==> src/rtl/dds_fun_gen_if.sv <==
`default_nettype none
// ============================================================================
//  Module      : dds_fun_gen_if
//  Description : Control and sample bus of the DDS function generator.
//                The controller drives increment, offset, mode and strobes.
//                The generator returns the sample, the aligned phase and valid.
//  Revision    : 1.0  initial release
// ============================================================================
interface dds_fun_gen_if #(
    parameter int WIDTH = 32,
    parameter int AW    = 10,
    parameter int DW    = 8
);
    logic [WIDTH-1:0]     M;
    logic                 m_load;
    logic [WIDTH-1:0]     P;
    logic [1:0]           mode;
    logic                 ena;
    logic                 sync;
    logic signed [DW-1:0] wave;
    logic [AW-1:0]        acc;
    logic                 valid;

    modport master (
        output M, m_load, P, mode, ena, sync,
        input  wave, acc, valid
    );

    modport slave (
        input  M, m_load, P, mode, ena, sync,
        output wave, acc, valid
    );
endinterface
`default_nettype wire

==> src/rtl/dds_fun_gen.sv <==
`default_nettype none
// ============================================================================
//  Module      : dds_fun_gen
//  Description : Multi-waveform DDS function generator. Phase accumulator,
//                phase offset, quarter-wave sine table, sawtooth, triangle
//                and square modes; fixed 3-stage output pipeline.
//  Revision    : 1.0  initial release
// ============================================================================
module dds_fun_gen #(
    parameter int WIDTH = 32,
    parameter int AW    = 10,
    parameter int DW    = 8
) (
    input  logic         clk,
    input  logic         reset,
    dds_fun_gen_if.slave bus
);

    localparam logic [1:0]    c_MODE_SINE = 2'd0;
    localparam logic [1:0]    c_MODE_SAW  = 2'd1;
    localparam logic [1:0]    c_MODE_TRI  = 2'd2;
    localparam logic [1:0]    c_MODE_SQR  = 2'd3;
    localparam int            c_QW        = 2 ** (AW - 2);
    localparam int            c_NB        = (AW > DW + 1) ? AW : DW + 1;
    localparam logic [DW-1:0] c_AMP       = DW'((1 << (DW - 1)) - 1);

    // Quarter-wave sample k = round(AMP * sin(pi*(2k+1)/2**AW)), evaluated at
    // elaboration with a Q30 Taylor series so no external table file is needed.
    function automatic logic [DW-2:0] f_sine_word(input int k);
        longint     x;
        longint     x2;
        longint     term;
        longint     sum;
        logic [63:0] rnd;
        x    = (64'sd3373259426 * longint'(2 * k + 1)) >>> AW;
        x2   = (x * x) >>> 30;
        term = x;
        sum  = x;
        for (int n = 1; n <= 8; n++) begin
            term = -(((term * x2) >>> 30) / longint'((2 * n) * (2 * n + 1)));
            sum  = sum + term;
        end
        rnd = 64'((longint'(c_AMP) * sum + 64'sd536870912) >>> 30);
        return rnd[DW-2:0];
    endfunction

    logic [DW-2:0] w_tab [c_QW];

    for (genvar k = 0; k < c_QW; k++) begin : g_tab
        localparam logic [DW-2:0] c_WORD = f_sine_word(k);
        assign w_tab[k] = c_WORD;
    end

    // Accumulator, increment and valid pipeline
    logic [WIDTH-1:0]     r_a;
    logic [WIDTH-1:0]     r_inc;
    logic [2:0]           r_vld;
    // Stage 1
    logic [WIDTH-1:0]     r_ph;
    logic [1:0]           r_mode1;
    logic [AW-1:0]        r_acc1;
    // Stage 2
    logic                 r_neg2;
    logic [AW-3:0]        r_idx2;
    logic                 r_sine2;
    logic [DW-1:0]        r_alt2;
    logic [AW-1:0]        r_acc2;
    // Stage 3
    logic signed [DW-1:0] r_wave;
    logic [AW-1:0]        r_acc3;

    // Accumulator: sync clears and wins over ena; new increment is used from the next edge.
    always_ff @(posedge clk or posedge reset) begin
        if (reset) begin
            r_a   <= '0;
            r_inc <= '0;
            r_vld <= '0;
        end else begin
            if (bus.sync) begin
                r_a <= '0;
            end else if (bus.ena) begin
                r_a <= r_a + r_inc;
            end
            if (bus.m_load) begin
                r_inc <= bus.M;
            end
            r_vld <= {r_vld[1:0], 1'b1};
        end
    end

    // Stage 1: offset phase plus mode and accumulator phase travel together.
    always_ff @(posedge clk or posedge reset) begin
        if (reset) begin
            r_ph    <= '0;
            r_mode1 <= c_MODE_SINE;
            r_acc1  <= '0;
        end else begin
            r_ph    <= r_a + bus.P;
            r_mode1 <= bus.mode;
            r_acc1  <= r_a[WIDTH-1 -: AW];
        end
    end

    logic [1:0]    w_q;
    logic [AW-3:0] w_idx_raw;
    logic [AW-3:0] w_idx;
    logic [DW-1:0] w_saw;
    logic [DW-1:0] w_t;
    logic [DW-1:0] w_u;
    logic [DW-1:0] w_tri;
    logic [DW-1:0] w_sqr;
    logic [DW-1:0] w_alt;
    logic          w_unused_ph;

    assign w_q         = r_ph[WIDTH-1:WIDTH-2];
    assign w_idx_raw   = r_ph[WIDTH-3:WIDTH-AW];
    assign w_idx       = w_q[0] ? ~w_idx_raw : w_idx_raw;
    assign w_saw       = {~r_ph[WIDTH-1], r_ph[WIDTH-2 -: DW-1]};
    assign w_t         = r_ph[WIDTH-2 -: DW];
    assign w_u         = r_ph[WIDTH-1] ? ~w_t : w_t;
    assign w_tri       = {~w_u[DW-1], w_u[DW-2:0]};
    assign w_sqr       = r_ph[WIDTH-1] ? -c_AMP : c_AMP;
    assign w_unused_ph = ^r_ph[WIDTH-c_NB-1:0];

    // Non-sine waveforms are fully formed in stage 2 and only carried through stage 3.
    always_comb begin
        w_alt = w_saw;
        case (r_mode1)
            c_MODE_SAW: w_alt = w_saw;
            c_MODE_TRI: w_alt = w_tri;
            c_MODE_SQR: w_alt = w_sqr;
            default:    w_alt = w_saw;
        endcase
    end

    // Stage 2: folded table index, half-wave sign and alternate waveform.
    always_ff @(posedge clk or posedge reset) begin
        if (reset) begin
            r_neg2  <= 1'b0;
            r_idx2  <= '0;
            r_sine2 <= 1'b0;
            r_alt2  <= '0;
            r_acc2  <= '0;
        end else begin
            r_neg2  <= w_q[1];
            r_idx2  <= w_idx;
            r_sine2 <= (r_mode1 == c_MODE_SINE);
            r_alt2  <= w_alt;
            r_acc2  <= r_acc1;
        end
    end

    logic [DW-1:0] w_mag;
    assign w_mag = {1'b0, w_tab[r_idx2]};

    // Stage 3: table lookup with sign applied, or the carried waveform.
    always_ff @(posedge clk or posedge reset) begin
        if (reset) begin
            r_wave <= '0;
            r_acc3 <= '0;
        end else begin
            if (r_sine2) begin
                r_wave <= r_neg2 ? -w_mag : w_mag;
            end else begin
                r_wave <= r_alt2;
            end
            r_acc3 <= r_acc2;
        end
    end

    assign bus.wave  = r_wave;
    assign bus.acc   = r_acc3;
    assign bus.valid = r_vld[2];

endmodule
`default_nettype wire
==> src/flat_wrapper.sv <==
// flat-port wrapper written by rule: the top's interface ports become plain ports
module dds_fun_gen_flat 
#(
    parameter int WIDTH = 32,
    parameter int AW    = 10,
    parameter int DW    = 8
)
  (clk, reset, bus_M, bus_m_load, bus_P, bus_mode, bus_ena, bus_sync, bus_wave, bus_acc, bus_valid);
  dds_fun_gen_if #(.WIDTH(WIDTH), .AW(AW), .DW(DW)) bus_i ();
  input  logic clk;
  input  logic reset;
  input wire logic [$bits(bus_i.M)-1:0] bus_M;
  input wire logic [$bits(bus_i.m_load)-1:0] bus_m_load;
  input wire logic [$bits(bus_i.P)-1:0] bus_P;
  input wire logic [$bits(bus_i.mode)-1:0] bus_mode;
  input wire logic [$bits(bus_i.ena)-1:0] bus_ena;
  input wire logic [$bits(bus_i.sync)-1:0] bus_sync;
  output wire logic [$bits(bus_i.wave)-1:0] bus_wave;
  output wire logic [$bits(bus_i.acc)-1:0] bus_acc;
  output wire logic [$bits(bus_i.valid)-1:0] bus_valid;
  assign bus_i.M = bus_M;
  assign bus_i.m_load = bus_m_load;
  assign bus_i.P = bus_P;
  assign bus_i.mode = bus_mode;
  assign bus_i.ena = bus_ena;
  assign bus_i.sync = bus_sync;
  assign bus_wave = bus_i.wave;
  assign bus_acc = bus_i.acc;
  assign bus_valid = bus_i.valid;
  dds_fun_gen #(.WIDTH(WIDTH), .AW(AW), .DW(DW)) u_core (.clk(clk), .reset(reset), .bus(bus_i));
endmodule
==> config.mk <==
export PLATFORM = sky130hd
export DESIGN_NAME = dds_fun_gen_flat
export DESIGN_NICKNAME = d
export VERILOG_FILES = /design/src/rtl/dds_fun_gen_if.sv /design/src/rtl/dds_fun_gen.sv /design/src/flat_wrapper.sv
export SDC_FILE = /design/constraint.sdc
export NUM_CORES = 1
export LEC_CHECK = 0
export CELL_PAD_IN_SITES_DETAIL_PLACEMENT = 1
export CELL_PAD_IN_SITES_GLOBAL_PLACEMENT = 1
export CORE_MARGIN = 3
export CORE_UTILIZATION = 48
export CTS_CLUSTER_DIAMETER = 30
export DETAILED_ROUTE_END_ITERATION = 16
export GPL_ROUTABILITY_DRIVEN = 0
export GPL_TIMING_DRIVEN = 0
export PLACE_DENSITY_LB_ADDON = 0.1
export SYNTH_ARGS = -nofsm -noshare
export SYNTH_HDL_FRONTEND = slang
export SYNTH_SLANG_ARGS = --single-unit
==> constraint.sdc <==
create_clock -name clk -period 7.9 [get_ports clk]
set_input_delay 2.37 -clock clk [delete_from_list [all_inputs] [get_ports clk]]
set_output_delay 2.37 -clock clk [all_outputs]
set_load 0.005 [all_outputs]
* Word-level counts from Yosys, hierarchy flattened
Memories as Yosys holds them, arrays and structs flattened.
Cells that the tools add are included.
** Word-level totals
- Flip-flop bits (word level) :: 157
- Bits in read-only memories :: 1792
- Logic and storage cells :: 37
- Memories kept :: 1
** Cells by class
- Add/sub/neg operators :: 3
- Order comparisons :: 1
- Eq/ne operators :: 2
- Mux-type cells :: 10
- Bitwise operators :: 5
- Reduce and logical (&&, ||, !) cells :: 2
** Memories
- (name not given) :: words 256, bits a word 7, read ports 1, clocked after Yosys merged registers in 0, wr ports 0, line dds_fun_gen.sv:154 : assign w_mag = {1'b0, w_tab[r_idx2]};
** Operators by type and width (count)
- adder 32 bit :: 2
- two-way mux 32 bit :: 2
- two-way mux 8 bit :: 5
- inverter 8 bit :: 2
- one-hot mux 8 bit (2 select lines) :: 1
- two-way mux 7 bit :: 2
- greater-or-equal comparator 9 bit, second input constant :: 1
- inverter 8 -> 9 bit :: 1
- negation 7 -> 8 bit :: 1
- equality test 2 bit, second input constant :: 2
- logical NOT 2 bit :: 1
- inverter 1 bit :: 2
- nonzero test 2 bit :: 1

* Depth between registers and ports, before layout
- Word-level depth :: 7
- Mapped depth :: 15

* Least setup slack after synthesis
Ideal clock, no wire load.
- Path type :: input -> register
- Start point :: input bus_P[19]
- End point :: register u_core.r_ph[30]
- Data arrival time :: 4.533 ns
- Path slack :: 3.287 ns
- Stages on the path :: 11
- Cell sequence :: ha_1 > nand4_1 > nor4_1 > and2_1 > a32oi_1 > a31oi_1 > o211ai_1 > a21boi_0 > o21ai_0 > a21boi_0 > xor2_1
** Between the ends
- Longest elaborated chain between the ends :: 1
** RTL lines
- start: declaration :: line flat_wrapper.sv:14 : input wire logic [$bits(bus_i.P)-1:0] bus_P;
- adder 32 bit :: line dds_fun_gen.sv:98 : r_ph <= r_a + bus.P;
- end signal: assignment :: line dds_fun_gen.sv:98
- end: declaration :: line dds_fun_gen.sv:59 : logic [WIDTH-1:0] r_ph;
Every way passes these cells.
A chain may end at the register's enable or synchronous reset.

* Final worst setup path
Ends and elaborated chain as after synthesis.

==> impl_summary.md <==
Run status
The run finished with clean final reports.

Yosys
The largest family of logic cells by synthesized area is compound AO/OA/AOI/OAI gates. The primary flip-flop cell chosen by synthesis mapping is sky130_fd_sc_hd__dfrtp_1. The number of enable-type register cells in the synthesized netlist is 0. After synthesis, the mean cell area works out to 10.1 um^2. Of the total synthesized cell area, the portion taken by XOR and XNOR cells is between 6 and 7%.

The area share of and/or/nand/nor cells after synthesis is between 10 and 15%. Summing every instance area after synthesis gives around 0.0083 mm^2. The count of cell types in the netlist is 70. The register area share after synthesis is 40.9%. After synthesis, the share of flip-flops with an asynchronous set or reset is 100%.

The count of mapped cells out of synthesis is between 800 and 900. The compound-gate portion of the synthesized area is 17.4%. The mux cell area share after synthesis is between 10% and 20%. The fraction of the mapped netlist area in adder cells is roughly 11%. Synthesis inferred around 140 register bits. The number of nets produced by synthesis is 960. For this run, the number of Yosys warnings is 0.

Floorplanning
The top-level port count is 90. The floorplan die width is between 100 and 150 um. The area of the core is between 0.015 and 0.02 mm^2. The number of cell rows is between 40 and 50. The total die area is about 0.019 mm^2.

From bottom edge to top edge, the die measures 137 um. The initial standard-cell utilization of the core is slightly below 50%.

CTS
The later-pin clock latency in the skew report is ~0.43 ns. After clock tree synthesis, the repair step resized 0 gates. Once the clock tree was built, the setup fixing pass inserted 0 buffers. The total clock sinks is 135.

The number of levels in the clock H-tree is 4. Clock-pin slew was measured on the worst setup and hold paths at around 0.070 ns. Buffers inserted to repair hold after CTS numbered 0. TritonCTS built the clock tree. The number of buffers created by CTS is 17. The clock passes through at most 2 buffers. The master cell of the clock root buffer is sky130_fd_sc_hd__clkbuf_16.

Pwr
The power density normalized to cell area is 376 mW/mm^2. For this design the static power due to leakage is 4.61 nW. VDD sags by at most approximately 0.21 mV.

STA
Measured against its own limit, the worst slew margin works out to around 45%. The pin slew with the least headroom to its limit is 0.827 ns. Setup repair after global routing left no endpoint under its margin. The final number of setup-violating endpoints is 0.

The final hold violation count came to 0. The final clock period utilization by the worst path is 68.5%. The count of final max-slew check failures came to 0. Adding up every negative setup slack in the final design gives 0 ns. The worst path needs approximately 5.4 ns of the cycle, external delays included. The highest clock rate is around 180 MHz. The worst clock skew on the final layout is approximately 0.0073 ns.

Critical path
The top cell family by delay on the critical path is compound AO/OA/AOI/OAI gates. In this run the worst setup path begins at bus_P[19]. In this run the critical register-to-register path is launched from u_core.r_idx2[1]$_DFF_PP0_. The cell depth of the worst setup path is 12. The capturing element type of the critical path is a flip-flop. The largest single stage delay on the critical path is between 0.5 and 0.6 ns. Counting both buffers and inverters, the worst setup path holds a total of 1. The end of the critical path is u_core.r_ph[30]$_DFF_PP0_. The number of cell instances on the worst register-to-register path is 14. The critical path goes through clkdlybuf4s50_1 > ha_1 > nand4_1 > nor4_1 > and2_1 > a32oi_1 > a31oi_1 > o211ai_1 > a21boi_0 > o21ai_0 > a21boi_0 > xor2_1. For the worst setup path, the data required time is slightly above 8 ns. The reg2reg setup slack is 3.89 ns. The maximum fanout count along the critical path is 4.

The critical path in this run is classified as in2reg. The critical path's most frequent cell is sky130_fd_sc_hd__a21boi_0. The endpoint identified for the worst register-to-register timing path is u_core.bus.wave[6]$_DFF_PP0_.

The kind of start point of the critical path is an input port. For the worst setup path, the data arrival time is 5.76 ns. For this design, the slowest cell found on the critical path is sky130_fd_sc_hd__nor4_1.

Final layout
Of the cells placed in the final design, the portion with a size suffix greater than 1 is 11.5%. The area growth from synthesis to layout is 21.6%. The most frequent standard cell in the layout excluding fill and tap cells is sky130_fd_sc_hd__dfrtp_1. The count of placed standard cells in the final layout, fillers left out is roughly 1200. The number of antenna diodes in the final layout is 0.

The final net count is 1067. The library cells used most frequently in the layout, excluding fill and tap cells, are 135 x sky130_fd_sc_hd__dfrtp_1, 89 x sky130_fd_sc_hd__nor2_1, 87 x sky130_fd_sc_hd__clkdlybuf4s50_1.

Placed design
Including well taps, the total number of placed cells is between 1000 and 1500. The count of buffers inserted at the top-level ports is 87. The sum of net half-perimeters after detailed placement is ~18 mm.

Global route
The number of antenna violations at the first check in global routing is 0. Entering global routing, the biggest net connects between 90 and 100 pins. The via count of the first global-routing pass is 7727. The first global-routing pass estimated approximately 40 mm of wire.

The global-route total usage across every layer is roughly 28%. The total overflow reported by the global router is 0.

Detailed routing
After detailed routing, the wire length on met1 is between 9 and 10 mm. The detailed-route via count is approximately 7000. The count of unresolved DRC violations after routing is 0.

The top routing layer in use is met4. In this run, the number of DRC markers left after iteration 0 of detailed routing was approximately 440. Before antenna repair, the detailed router went through 5 iterations. Dividing the detail-routed via count by the number of cells gives 6.00. The detail route stage leaves a number of antenna-violating nets equal to 0. The total length of routed met3 wires is approximately 900 um. The mean routed wirelength per cell is around 22 um. Summed over all nets, wire length on met2 after detailed routing comes to 13.7 mm. The wire length reported by the detailed router is about 25 mm.

Run
The number of maximum-capacitance constraint violations is 0.

Worst hold path
The path class of the tightest hold or removal check is reg2reg.
-- area by class of cell --
| cell class | instances | area (um^2) |
|---|---|---|
| multi-input cells | 624 | 4610 |
| repair buffers | 88 | 898 |
| well taps | 220 | 275 |
| inverters | 22 | 87.6 |
| plain buffers | 37 | 179 |
| clock inverters | 15 | 179 |
| clock buffers | 17 | 425 |
| fillers | 1850 | 6670 |
| flip-flops and latches | 135 | 3380 |
-- routing by layer --
metal | vias to the layer above | track usage [%]
li1 | 3177 | -
met3 | 69 | 4.19
met1 | 3506 | 30.9
met4 | 0 | 11.9
met5 | - | 0
met2 | 200 | 51.9
-- per-stage QoR --
step / util (%) / power [mW] / hold WS, ns / worst slack (ns) / instance area [um^2]
3_3_place_gp: 56.3 / 2.75 / 0.332 / 0.188 / 9400
3_5_place_dp: 56.5 / 2.89 / 0.336 / 2.11 / 9430
5_1_grt: 60.1 / 4.02 / 0.355 / 2.17 / 10000
4_1_cts: 60.1 / 3.76 / 0.351 / 2.51 / 10000
6_report: 60.1 / 3.78 / 0.349 / 2.49 / 10000
2_1_floorplan: - / 2.33 / 0.331 / 1.92 / 8250
-- logic make-up (layout without fill, tap and decap cells) --
logic type / count (synthesis) / in the layout
xor gates and xnor gates: 58 / 58
buffers and inverters: 59 / 179
muxes: 73 / 73
and+or+nand+nor: 203 / 203
DFF: 135 / 135
AOI/OAI and AO/OA: 218 / 218
adders and majority gates: 71 / 71
other: 1 / 1
-- registers in the layout (all words and copies together) (netlist names), 3 cells and up --
| register | flops |
|---|---|
| u_core.r_idx2 | 8 |
| u_core.r_inc | 32 |
| u_core.r_alt2 | 8 |
| u_core.r_vld | 3 |
| u_core.r_ph | 10 |
| u_core.r_acc1 | 10 |
| u_core.bus.acc | 10 |
| u_core.bus.wave | 8 |
| u_core.r_a | 32 |
| u_core.r_acc2 | 10 |
-- cell usage after synthesis (all sizes together), types with 6 or more instances --
cell type	count	area (um^2)
mux2i	26	260
mux2	42	477
o21a	6	45.0
buf	19	111
ha	70	876
a21oi	70	350
nor3	15	75.1
xor2	26	228
dfrtp	135	3380
nand2b	8	50.1
nor2	91	347
o21ai	39	195
nand3	15	75.1
nor2b	12	75.1
inv	21	78.8
xnor2	32	280
a31oi	8	50.1
a21o	24	180
nand2	42	158
a211oi	10	80.1
clkbuf	18	67.6
-- worst min-delay path by stage --
stage,startpoint,end,slack [ns],cells after the start
3_5_place_dp,u_core.r_acc1[1]$_DFF_PP0_,u_core.r_acc2[1]$_DFF_PP0_,0.34,0
6_report,u_core.r_acc1[5]$_DFF_PP0_,u_core.r_acc2[5]$_DFF_PP0_,0.35,0
2_1_floorplan,u_core.r_acc2[0]$_DFF_PP0_,u_core.bus.acc[0]$_DFF_PP0_,0.33,0
5_1_grt,u_core.r_acc2[7]$_DFF_PP0_,u_core.bus.acc[7]$_DFF_PP0_,0.35,0
3_3_place_gp,u_core.r_acc2[8]$_DFF_PP0_,u_core.bus.acc[8]$_DFF_PP0_,0.33,0
4_1_cts,u_core.r_acc1[5]$_DFF_PP0_,u_core.r_acc2[5]$_DFF_PP0_,0.35,0
-- power breakdown --
group,total [mW],internal [mW],switching [mW]
clock,0.816,0.454,0.362
combinational,1.93,0.825,1.10
sequential,1.04,0.878,0.158
No activity file was read; power rests on OpenSTA's default activity.
